**src/rtl/output_frame_streamer.sv**
```systemverilog
// Streams a finished frame out of the NPU output RAM as one pixel per cycle over valid/ready.
// A one-word prefetch buffer sits behind an 8-pixel shift register to hide the RAM read latency.
module output_frame_streamer #(
   parameter int WIDTH       = 640,
   parameter int HEIGHT      = 480,
   parameter bit BORDER_ZERO = 1'b1,
   parameter bit REPEAT      = 1'b0
) (
   input  logic        clk,
   input  logic        reset,
   input  logic        output_ready,
   input  logic [63:0] ram_data,
   output logic [15:0] ram_address,
   output logic [7:0]  pix_data,
   output logic        pix_valid,
   input  logic        pix_ready,
   output logic        pix_eol,
   output logic        pix_last,
   output logic        frame_done
);

   localparam logic [15:0] LAST_WORD = 16'(WIDTH * HEIGHT / 8 - 1);
   localparam logic [9:0]  LAST_COL  = 10'(WIDTH - 1);
   localparam logic [8:0]  LAST_ROW  = 9'(HEIGHT - 1);

   typedef enum logic [1:0] {
      IDLE,
      PRIME,
      STREAM,
      DONE
   } state_t;

   state_t state, state_next;

   logic        prime_phase;
   logic [63:0] sh_data;
   logic [63:0] pf_data;
   logic        sh_valid;
   logic        pf_valid;
   logic [2:0]  byte_idx;
   logic [1:0]  rd_pipe;
   logic [9:0]  col;
   logic [8:0]  row;

   logic        xfer;
   logic        at_eol;
   logic        at_last;
   logic        abort;
   logic        prime_load;
   logic        consume_pf;
   logic        frame_end;
   logic        rd_issue;
   logic        addr_load;
   logic [15:0] addr_next;
   logic        border;

   always_ff @(posedge clk or negedge reset) begin
      if (!reset) begin
         state <= IDLE;
      end else begin
         state <= state_next;
      end
   end

   // Dropping output_ready anywhere outside IDLE flushes everything; this is also how DONE exits.
   always_comb begin
      state_next = state;
      xfer       = sh_valid & pix_ready;
      at_eol     = (col == LAST_COL);
      at_last    = at_eol && (row == LAST_ROW);
      abort      = 1'b0;
      prime_load = 1'b0;
      consume_pf = 1'b0;
      frame_end  = 1'b0;
      rd_issue   = 1'b0;
      addr_load  = 1'b0;
      addr_next  = ram_address;

      case (state)
         IDLE: begin
            if (output_ready) begin
               addr_load  = 1'b1;
               addr_next  = 16'd0;
               state_next = PRIME;
            end
         end
         PRIME: begin
            if (!output_ready) begin
               abort      = 1'b1;
               state_next = IDLE;
            end else if (!prime_phase) begin
               rd_issue  = 1'b1;
               addr_load = 1'b1;
               addr_next = 16'd1;
            end else begin
               prime_load = 1'b1;
               state_next = STREAM;
            end
         end
         STREAM: begin
            if (!output_ready) begin
               abort      = 1'b1;
               state_next = IDLE;
            end else begin
               frame_end = xfer && at_last;
               if (frame_end && !REPEAT) begin
                  state_next = DONE;
               end else if (pf_valid && (!sh_valid || (xfer && byte_idx == 3'd7))) begin
                  consume_pf = 1'b1;
               end
               // Each consumed prefetch word triggers exactly one new read, so one read is in flight at most.
               if (consume_pf) begin
                  if (ram_address == LAST_WORD) begin
                     if (REPEAT) begin
                        rd_issue  = 1'b1;
                        addr_load = 1'b1;
                        addr_next = 16'd0;
                     end
                  end else begin
                     rd_issue  = 1'b1;
                     addr_load = 1'b1;
                     addr_next = ram_address + 16'd1;
                  end
               end
            end
         end
         DONE: begin
            if (!output_ready) begin
               abort      = 1'b1;
               state_next = IDLE;
            end
         end
         default: begin
            state_next = IDLE;
         end
      endcase
   end

   always_ff @(posedge clk or negedge reset) begin
      if (!reset) begin
         ram_address <= 16'd0;
         prime_phase <= 1'b0;
         sh_data     <= 64'd0;
         pf_data     <= 64'd0;
         sh_valid    <= 1'b0;
         pf_valid    <= 1'b0;
         byte_idx    <= 3'd0;
         rd_pipe     <= 2'b00;
         col         <= 10'd0;
         row         <= 9'd0;
         frame_done  <= 1'b0;
      end else if (abort) begin
         ram_address <= 16'd0;
         prime_phase <= 1'b0;
         sh_valid    <= 1'b0;
         pf_valid    <= 1'b0;
         byte_idx    <= 3'd0;
         rd_pipe     <= 2'b00;
         col         <= 10'd0;
         row         <= 9'd0;
         frame_done  <= 1'b0;
      end else begin
         rd_pipe     <= {rd_pipe[0], rd_issue};
         frame_done  <= frame_end;
         prime_phase <= (state == PRIME) && !prime_phase;

         if (addr_load) begin
            ram_address <= addr_next;
         end

         // The byte-7 transfer and the refill from prefetch share an edge, so consecutive words have no bubble.
         if (prime_load) begin
            sh_data  <= ram_data;
            sh_valid <= 1'b1;
            byte_idx <= 3'd0;
         end else if (consume_pf) begin
            sh_data  <= pf_data;
            sh_valid <= 1'b1;
            byte_idx <= 3'd0;
         end else if (xfer) begin
            if (byte_idx == 3'd7) begin
               sh_valid <= 1'b0;
            end else begin
               byte_idx <= byte_idx + 3'd1;
            end
         end

         if (rd_pipe[1]) begin
            pf_data  <= ram_data;
            pf_valid <= 1'b1;
         end else if (consume_pf) begin
            pf_valid <= 1'b0;
         end

         if (xfer) begin
            if (at_eol) begin
               col <= 10'd0;
               row <= at_last ? 9'd0 : row + 9'd1;
            end else begin
               col <= col + 10'd1;
            end
         end
      end
   end

   always_comb begin
      border    = BORDER_ZERO && (row == 9'd0 || row == LAST_ROW || col == 10'd0 || col == LAST_COL);
      pix_data  = border ? 8'h00 : sh_data[{byte_idx, 3'b000} +: 8];
      pix_valid = sh_valid;
      pix_eol   = sh_valid & at_eol;
      pix_last  = sh_valid & at_last;
   end

endmodule

```
**config.mk**
```make
export PLATFORM = sky130hd
export DESIGN_NAME = output_frame_streamer
export DESIGN_NICKNAME = d
export VERILOG_FILES = /design/src/rtl/output_frame_streamer.sv
export SDC_FILE = /design/constraint.sdc
export NUM_CORES = 1
export LEC_CHECK = 0
export CELL_PAD_IN_SITES_DETAIL_PLACEMENT = 0
export CELL_PAD_IN_SITES_GLOBAL_PLACEMENT = 2
export CORE_AREA = 2 2 150 152
export CTS_CLUSTER_SIZE = 24
export DETAILED_ROUTE_END_ITERATION = 10
export DIE_AREA = 0 0 152 154
export PLACE_DENSITY = 0.87
export SYNTH_ARGS = -nofsm -noshare
export SYNTH_HDL_FRONTEND = slang
export SYNTH_SLANG_ARGS = --single-unit
```
**constraint.sdc**
```tcl
create_clock -name clk -period 4.1 [get_ports clk]
set_clock_uncertainty 0.1 [all_clocks]
set_input_delay 0.41 -clock clk [delete_from_list [all_inputs] [get_ports clk]]
set_output_delay 0.41 -clock clk [all_outputs]
set_load 0.05 [all_outputs]
```
==> flow_metrics.env, run 1 <==
export IMPL_status="completed"
export IMPL_syn_area_um2=8588
export IMPL_syn_area_per_cell_um2=11.23
export IMPL_r2r_end="ram_address[0]"
export IMPL_syn_instance_count=765
export IMPL_cp_start_kind="register"
export IMPL_routed_via_density=5.220
export IMPL_synthArstFlopShare_pct=100.0
export IMPL_cp_max_fo=8
export IMPL_antenna_left=0
export IMPL_post_place_ws_ns=0.8833
export IMPL_grt_pass1_vias=6003
export IMPL_grt_overflow=0
export IMPL_start_util_pct=39.60
export IMPL_ys_seq_area_share_pct=50.70
export IMPL_antenna_found_initial=0
export IMPL_final_cell_mix="dfrtp_1 (174), nand2_1 (109), clkdlybuf4s50_1 (94)"
export IMPL_cts_root_buf="clkbuf_16"
export IMPL_final_common_cell="dfrtp_1"
export IMPL_drive_above_1_share_pct=18.07
export IMPL_synth_largest_area_cell="dfrtp_1"
export IMPL_fin_area_um2=10360
export IMPL_synth_cell_types=59
export IMPL_port_buffers=95
export IMPL_dp_cells=1105
export IMPL_cts_resized=0
export IMPL_rows=54
export IMPL_cp_data_arrival_time_ns=3.15
export IMPL_rsz0062_at_grt="false"
export IMPL_period_share_pct=89.37
export IMPL_grt_pass1_wl_mm=32.17
export IMPL_dieArea_um2=23410
export IMPL_antennaDiodeCount=0
export IMPL_yosys_area_top_type_share_pct=50.70
export IMPL_wl_per_cell_um=17.15
export IMPL_power_density_nw_per_um2=603.8
export IMPL_layout_setup_ws_ns=0.4357
export IMPL_grt_usage_pct=17.34
export IMPL_post_route_util_pct=47.76
export IMPL_grt_max_degree=100
export IMPL_fmax_ghz=0.2729
export IMPL_ys_flop_type="dfrtp_1"
export IMPL_crit_path_start="col[0]"
export IMPL_synth_edf_count=0
export IMPL_drt_met1_wl_mm=9.420
export IMPL_setup_tns_ns=0
export IMPL_maxCapViolCount=0
export IMPL_cts_buffers=17
export IMPL_crit_required_ns=3.59
export IMPL_clk_pin_slew_worst_paths_ns=0.07
export IMPL_slew_violations=0
export IMPL_finalCriticalPeriod_ns=3.664
export IMPL_place_congestion=0.7814
export IMPL_wl_mm=19.52
export IMPL_r2r_slack_ns=1.25
export IMPL_total_leakage_power_uw=0.004654
export IMPL_endpoint="pix_data[1]"
export IMPL_wl_met2_mm=9.390
export IMPL_met3_length_um=551
export IMPL_num_nets_final=925
export IMPL_post_route_drc_count=0
export IMPL_critPathKind="register to output pin"
export IMPL_die_height_um=154
export IMPL_routed_top_layer="met4"
export IMPL_clkSinkCount=174
export IMPL_areaGrowthSynthToFinish_pct=20.61
export IMPL_drt_iter0_markers=388
export IMPL_ys_ff_latch=174
export IMPL_r2r_start="byte_idx[1]"
export IMPL_fp_coreArea_um2=21690
export IMPL_place_area_um2=9767
export IMPL_yosysWarnings=0
export IMPL_end_kind="output pin"
export IMPL_cts_tree="yes"
export IMPL_fp_dieW_um=152
export IMPL_cts_buffer_depth=2
export IMPL_cts_setup_buffers=0
export IMPL_synthTopCellsByArea="dfrtp_1 (51%), mux2_2 (8.7%), mux2i_1 (8.6%)"
export IMPL_hold_viol=0
export IMPL_r2r_cells=8
export IMPL_min_path_type="register to register"
export IMPL_tightest_slew_ns=0.7606
export IMPL_vias=5940
export IMPL_max_vdd_ir_drop_uv=278.6
export IMPL_slew_headroom_pct=49.29
export IMPL_finalSetupViolations=0
export IMPL_fin_cells=1138
export IMPL_dp_hpwl_mm=12.83
export IMPL_dr_pass1_iters=5
export IMPL_synth_nets=845
export IMPL_num_io_pins=96
export IMPL_cts_max_level=4
export IMPL_clk_latency_ns=0.43
export IMPL_holdPathStages=1
-- per-stage QoR --
step	power, uW	hold slack [ns]
6_report	6255	0.3670
4_1_cts	6346	0.3753
3_3_place_gp	4682	0.3572
2_1_floorplan	4123	0.01441
5_1_grt	6677	0.3953
3_5_place_dp	4731	0.3628
-- power breakdown --
group | internal [uW] | leakage [uW] | total [uW] | switching, uW
Combinational | 968 | 0.00215 | 1900 | 931
Clock | 828 | 0.000285 | 1590 | 761
Sequential | 2370 | 0.00222 | 2770 | 400
-- synthesized netlist by cell type, types with 3 or more instances --
cell      count
and3_1        7
o21ai_1      21
xor2_1        6
ha_1         12
dfrtp_1     174
buf_4         5
nor3_1        9
and2_1        4
nand2b_1      3
nor2_1       40
o22a_2       12
inv_1        12
o21ai_0      65
nor2_2        3
clkbuf_1     19
mux4_2       16
a21oi_1      15
mux2i_1      74
nand3_1      13
nand2_1     110
a31oi_1       7
buf_6         6
buf_2        11
nand4_1      13
mux2_2       66
-- flip-flops by register name, summed over array words and instances (netlist names) --
name         flops
prime_phase      1
frame_done       1
state            2
rd_pipe          2
col             10
byte_idx         3
pf_valid         1
ram_address     16
pix_valid        1
sh_data         64
row              9
pf_data         64
-- logic make-up (layout without fill, tap and decap cells) --
kind of cell	count (synthesis)	in the layout	share of synthesized area (%)
AO/OA/AOI/OAI	134	134	9.586
AND/OR/NAND/NOR	224	224	12.12
flip-flops	174	174	50.70
adder cells (fa/ha/maj)	12	12	1.748
buffers and inverters	56	149	3.380
multiplexers	157	157	21.65
XOR/XNOR	8	8	0.8159
-- critical path, cell delays in order (launching register included) --
cell             delay, ns
dfrtp_1               0.46
ha_1                  0.29
and4bb_1              0.25
nand3_1               0.21
nand3_1               0.45
nor2_1                0.24
clkdlybuf4s50_1       0.83
-- what timing repair did --
item,4_1_cts,5_1_grt
endpoints found under the setup margin,0,0
hold buffers,1,0
endpoints found under the hold margin,75,0
-- area by class of cell --
cell class,count,area (um2)
clock buffers,18,439.2
clock inverters,14,142.6
inverters,12,45.04
flip-flops and latches,174,4354
multi-input cells,535,3960
fillers,1978,11330
well taps,280,350.3
repair buffers,105,1067
-- worst min-delay path by stage --
stage                           from     endpoint  slack [ns]
final                     rd_pipe[0]   rd_pipe[1]        0.37
after global routing      rd_pipe[0]   rd_pipe[1]        0.40
after CTS                 rd_pipe[0]   rd_pipe[1]        0.38
after detailed placement  rd_pipe[0]   rd_pipe[1]        0.36
after global placement    rd_pipe[0]   rd_pipe[1]        0.36
after floorplan                reset  byte_idx[0]        0.01
-- layer usage --
layer / GRT usage, % / vias up
met5: 0 / -
met4: 4.762 / 0
met3: 3.213 / 8
met2: 28.61 / 90
met1: 23.58 / 2943
li1: - / 2899
Note: power is estimated with default switching activity, not from simulation.
==> run 2, diff against run 1 <==
CAP_MARGIN = 20   (was unset)
CORE_AREA = 2 2 154 156   (was 2 2 150 152)
DIE_AREA = 0 0 156 158   (was 0 0 152 154)
PLACE_DENSITY = 0.84   (was 0.87)
SETUP_SLACK_MARGIN = 0.15   (was unset)
clock period = 4.2 ns   (was 4.1 ns; I/O delays follow)
==> run 2 against run 1 <==
The flow now finishes with violations (hold timing). Total power shrank 2.1%. Count of clock-buffer cells in the layout is the same. Sequential share of layout area barely moved. Final cell count grew 0.88%. Combinational power fell by 2%. Utilization shrank 2.8 points. Non-clock buffer count stayed put. Die area increased by 5.3%. Global-route usage down 0.69 points. Critical path depth unchanged. Sequential power down 3%. Critical endpoint is now pix_data[3].
==> flow_metrics.env, run 2 (synthesis gave the netlist of run 1 again) <==
export IMPL_pwr_share_comb_pct=30.4
export IMPL_fp_dieW_um=156
export IMPL_grt_overflow=0
export IMPL_place_congestion=0.7733
export IMPL_clk_pin_slew_worst_paths_ns=0.07
export IMPL_sequentialPowerShare_pct=44.2
export IMPL_r2r_slack_ns=1.43
export IMPL_num_nets_final=925
export IMPL_antennaDiodeCount=0
export IMPL_cts_tree="yes"
export IMPL_r2r_cells=9
export IMPL_crit_required_ns=3.68
export IMPL_wl_mm=19.68
export IMPL_slew_violations=0
export IMPL_clkPwrFrac_pct=25.4
export IMPL_post_place_ws_ns=0.9695
export IMPL_hold_viol=13
export IMPL_finalSetupViolations=0
export IMPL_slew_headroom_pct=43.21
export IMPL_setup_tns_ns=0
export IMPL_top_regs="pf_data (64), sh_data (64), ram_address (16)"
export IMPL_cts_max_level=4
export IMPL_clk_latency_ns=0.42
export IMPL_dieArea_um2=24650
export IMPL_cts_resized=0
export IMPL_dp_hpwl_mm=13.04
export IMPL_cp_max_fo=8
export IMPL_post_route_drc_count=0
export IMPL_end_kind="output pin"
export IMPL_r2r_end="ram_address[0]"
export IMPL_start_util_pct=37.26
export IMPL_r2r_start="byte_idx[1]"
export IMPL_routed_via_density=5.207
export IMPL_final_cell_mix="dfrtp_1 (174), nand2_1 (109), clkdlybuf4s50_1 (94)"
export IMPL_violations="hold timing"
export IMPL_port_buffers=95
export IMPL_max_vdd_ir_drop_uv=312.4
export IMPL_rows=56
export IMPL_grt_pass1_vias=5930
export IMPL_clkSinkCount=174
export IMPL_cts_setup_buffers=0
export IMPL_dr_pass1_iters=5
export IMPL_post_route_util_pct=44.98
export IMPL_drive_above_1_share_pct=18.18
export IMPL_antenna_found_initial=0
export IMPL_rsz0062_at_grt="false"
export IMPL_cp_data_arrival_time_ns=3.14
export IMPL_critPathKind="register to output pin"
export IMPL_final_common_cell="dfrtp_1"
export IMPL_cts_buffer_depth=2
export IMPL_cts_hold_repair_buffers=0
export IMPL_num_io_pins=96
export IMPL_cts_root_buf="clkbuf_16"
export IMPL_min_path_type="primary input to asynchronous set/reset pin"
export IMPL_fmax_ghz=0.2734
export IMPL_finalCriticalPeriod_ns=3.658
export IMPL_crit_path_start="col[0]"
export IMPL_tightest_slew_ns=0.8519
export IMPL_areaGrowthSynthToFinish_pct=20.75
export IMPL_grt_max_degree=90
export IMPL_total_leakage_power_uw=0.004658
export IMPL_die_height_um=158
export IMPL_antenna_left=0
export IMPL_cp_start_kind="register"
export IMPL_status="finished, violations left"
export IMPL_fp_coreArea_um2=23050
export IMPL_cts_buffers=17
export IMPL_power_switching_uw=2058
export IMPL_wl_per_cell_um=17.14
export IMPL_drt_iter0_markers=342
export IMPL_hold_ws_ns=-0.007611
export IMPL_grt_pass1_wl_mm=31.88
export IMPL_layout_setup_ws_ns=0.5419
export IMPL_internal_power_uw=4065
export IMPL_p_sw_share_pct=33.61
export IMPL_power_density_nw_per_um2=590.4
export IMPL_vias=5978
export IMPL_grt_usage_pct=16.65
export IMPL_fillCellCount=2139
export IMPL_maxCapViolCount=0
export IMPL_period_share_pct=87.10
[run 2: cell types whose count changed in the layout (fill, tap and decap cells not counted), sizes merged]
cell / before / now
buf: 10 / 11
clkinv: 4 / 6
clkinvlp: 1 / 0
dlygate4sd3: 1 / 0
inv: 21 / 20
[run 2: through the flow]
step | instance area (um2) | std cells | power (uW)
2_1_floorplan | 8588 | 765 | 4025
3_3_place_gp | 9787 | 1116 | 4579
3_5_place_dp | 9787 | 1116 | 4624
4_1_cts | 10370 | 1148 | 6196
5_1_grt | 10370 | 1148 | 6512
6_report | 10370 | 1148 | 6123
[run 2: worst max-delay path by stage]
stage,to,depth (start not counted)
6_report,pix_data[3],6
5_1_grt,pix_data[1],6
4_1_cts,pix_data[1],6
3_5_place_dp,pix_data[1],6
3_3_place_gp,pix_data[6],6
2_1_floorplan,pix_data[0],5
[run 2: per-layer routing]
metal  share of wire [%]  GRT usage (%)
met2                  48          27.45
met3                 3.0          3.230
met4                0.65          3.539
met5                   0              0
met1                  49          22.96
[run 2: final cells by class]
cell class,count,area [um2],share of cell area (%)
inverter,12,45.04,0.4344
tap,290,362.8,3.499
sequential,174,4354,41.99
timing repair buffer,105,1065,10.27
clock buffer,18,439.2,4.235
clock inverter,14,143.9,1.388
multi-input combinational,535,3960,38.19
[run 2: critical path, cell delays in order, from the launching register on]
cell,delay (ns)
dfrtp_1,0.46
ha_1,0.30
and4bb_1,0.25
nand3_1,0.21
nand3_1,0.42
nor2_1,0.25
clkdlybuf4s50_1,0.83
[run 2: power groups by stage]
| stage | clock network, uW | logic (uW) | registers, uW |
|---|---|---|---|
| floorplan | 0 | 1420 | 2610 |
| global placement | 0 | 1860 | 2720 |
| detailed placement | 0 | 1890 | 2740 |
| CTS | 1600 | 1890 | 2710 |
| global route | 1670 | 2060 | 2780 |
| finish | 1560 | 1860 | 2700 |
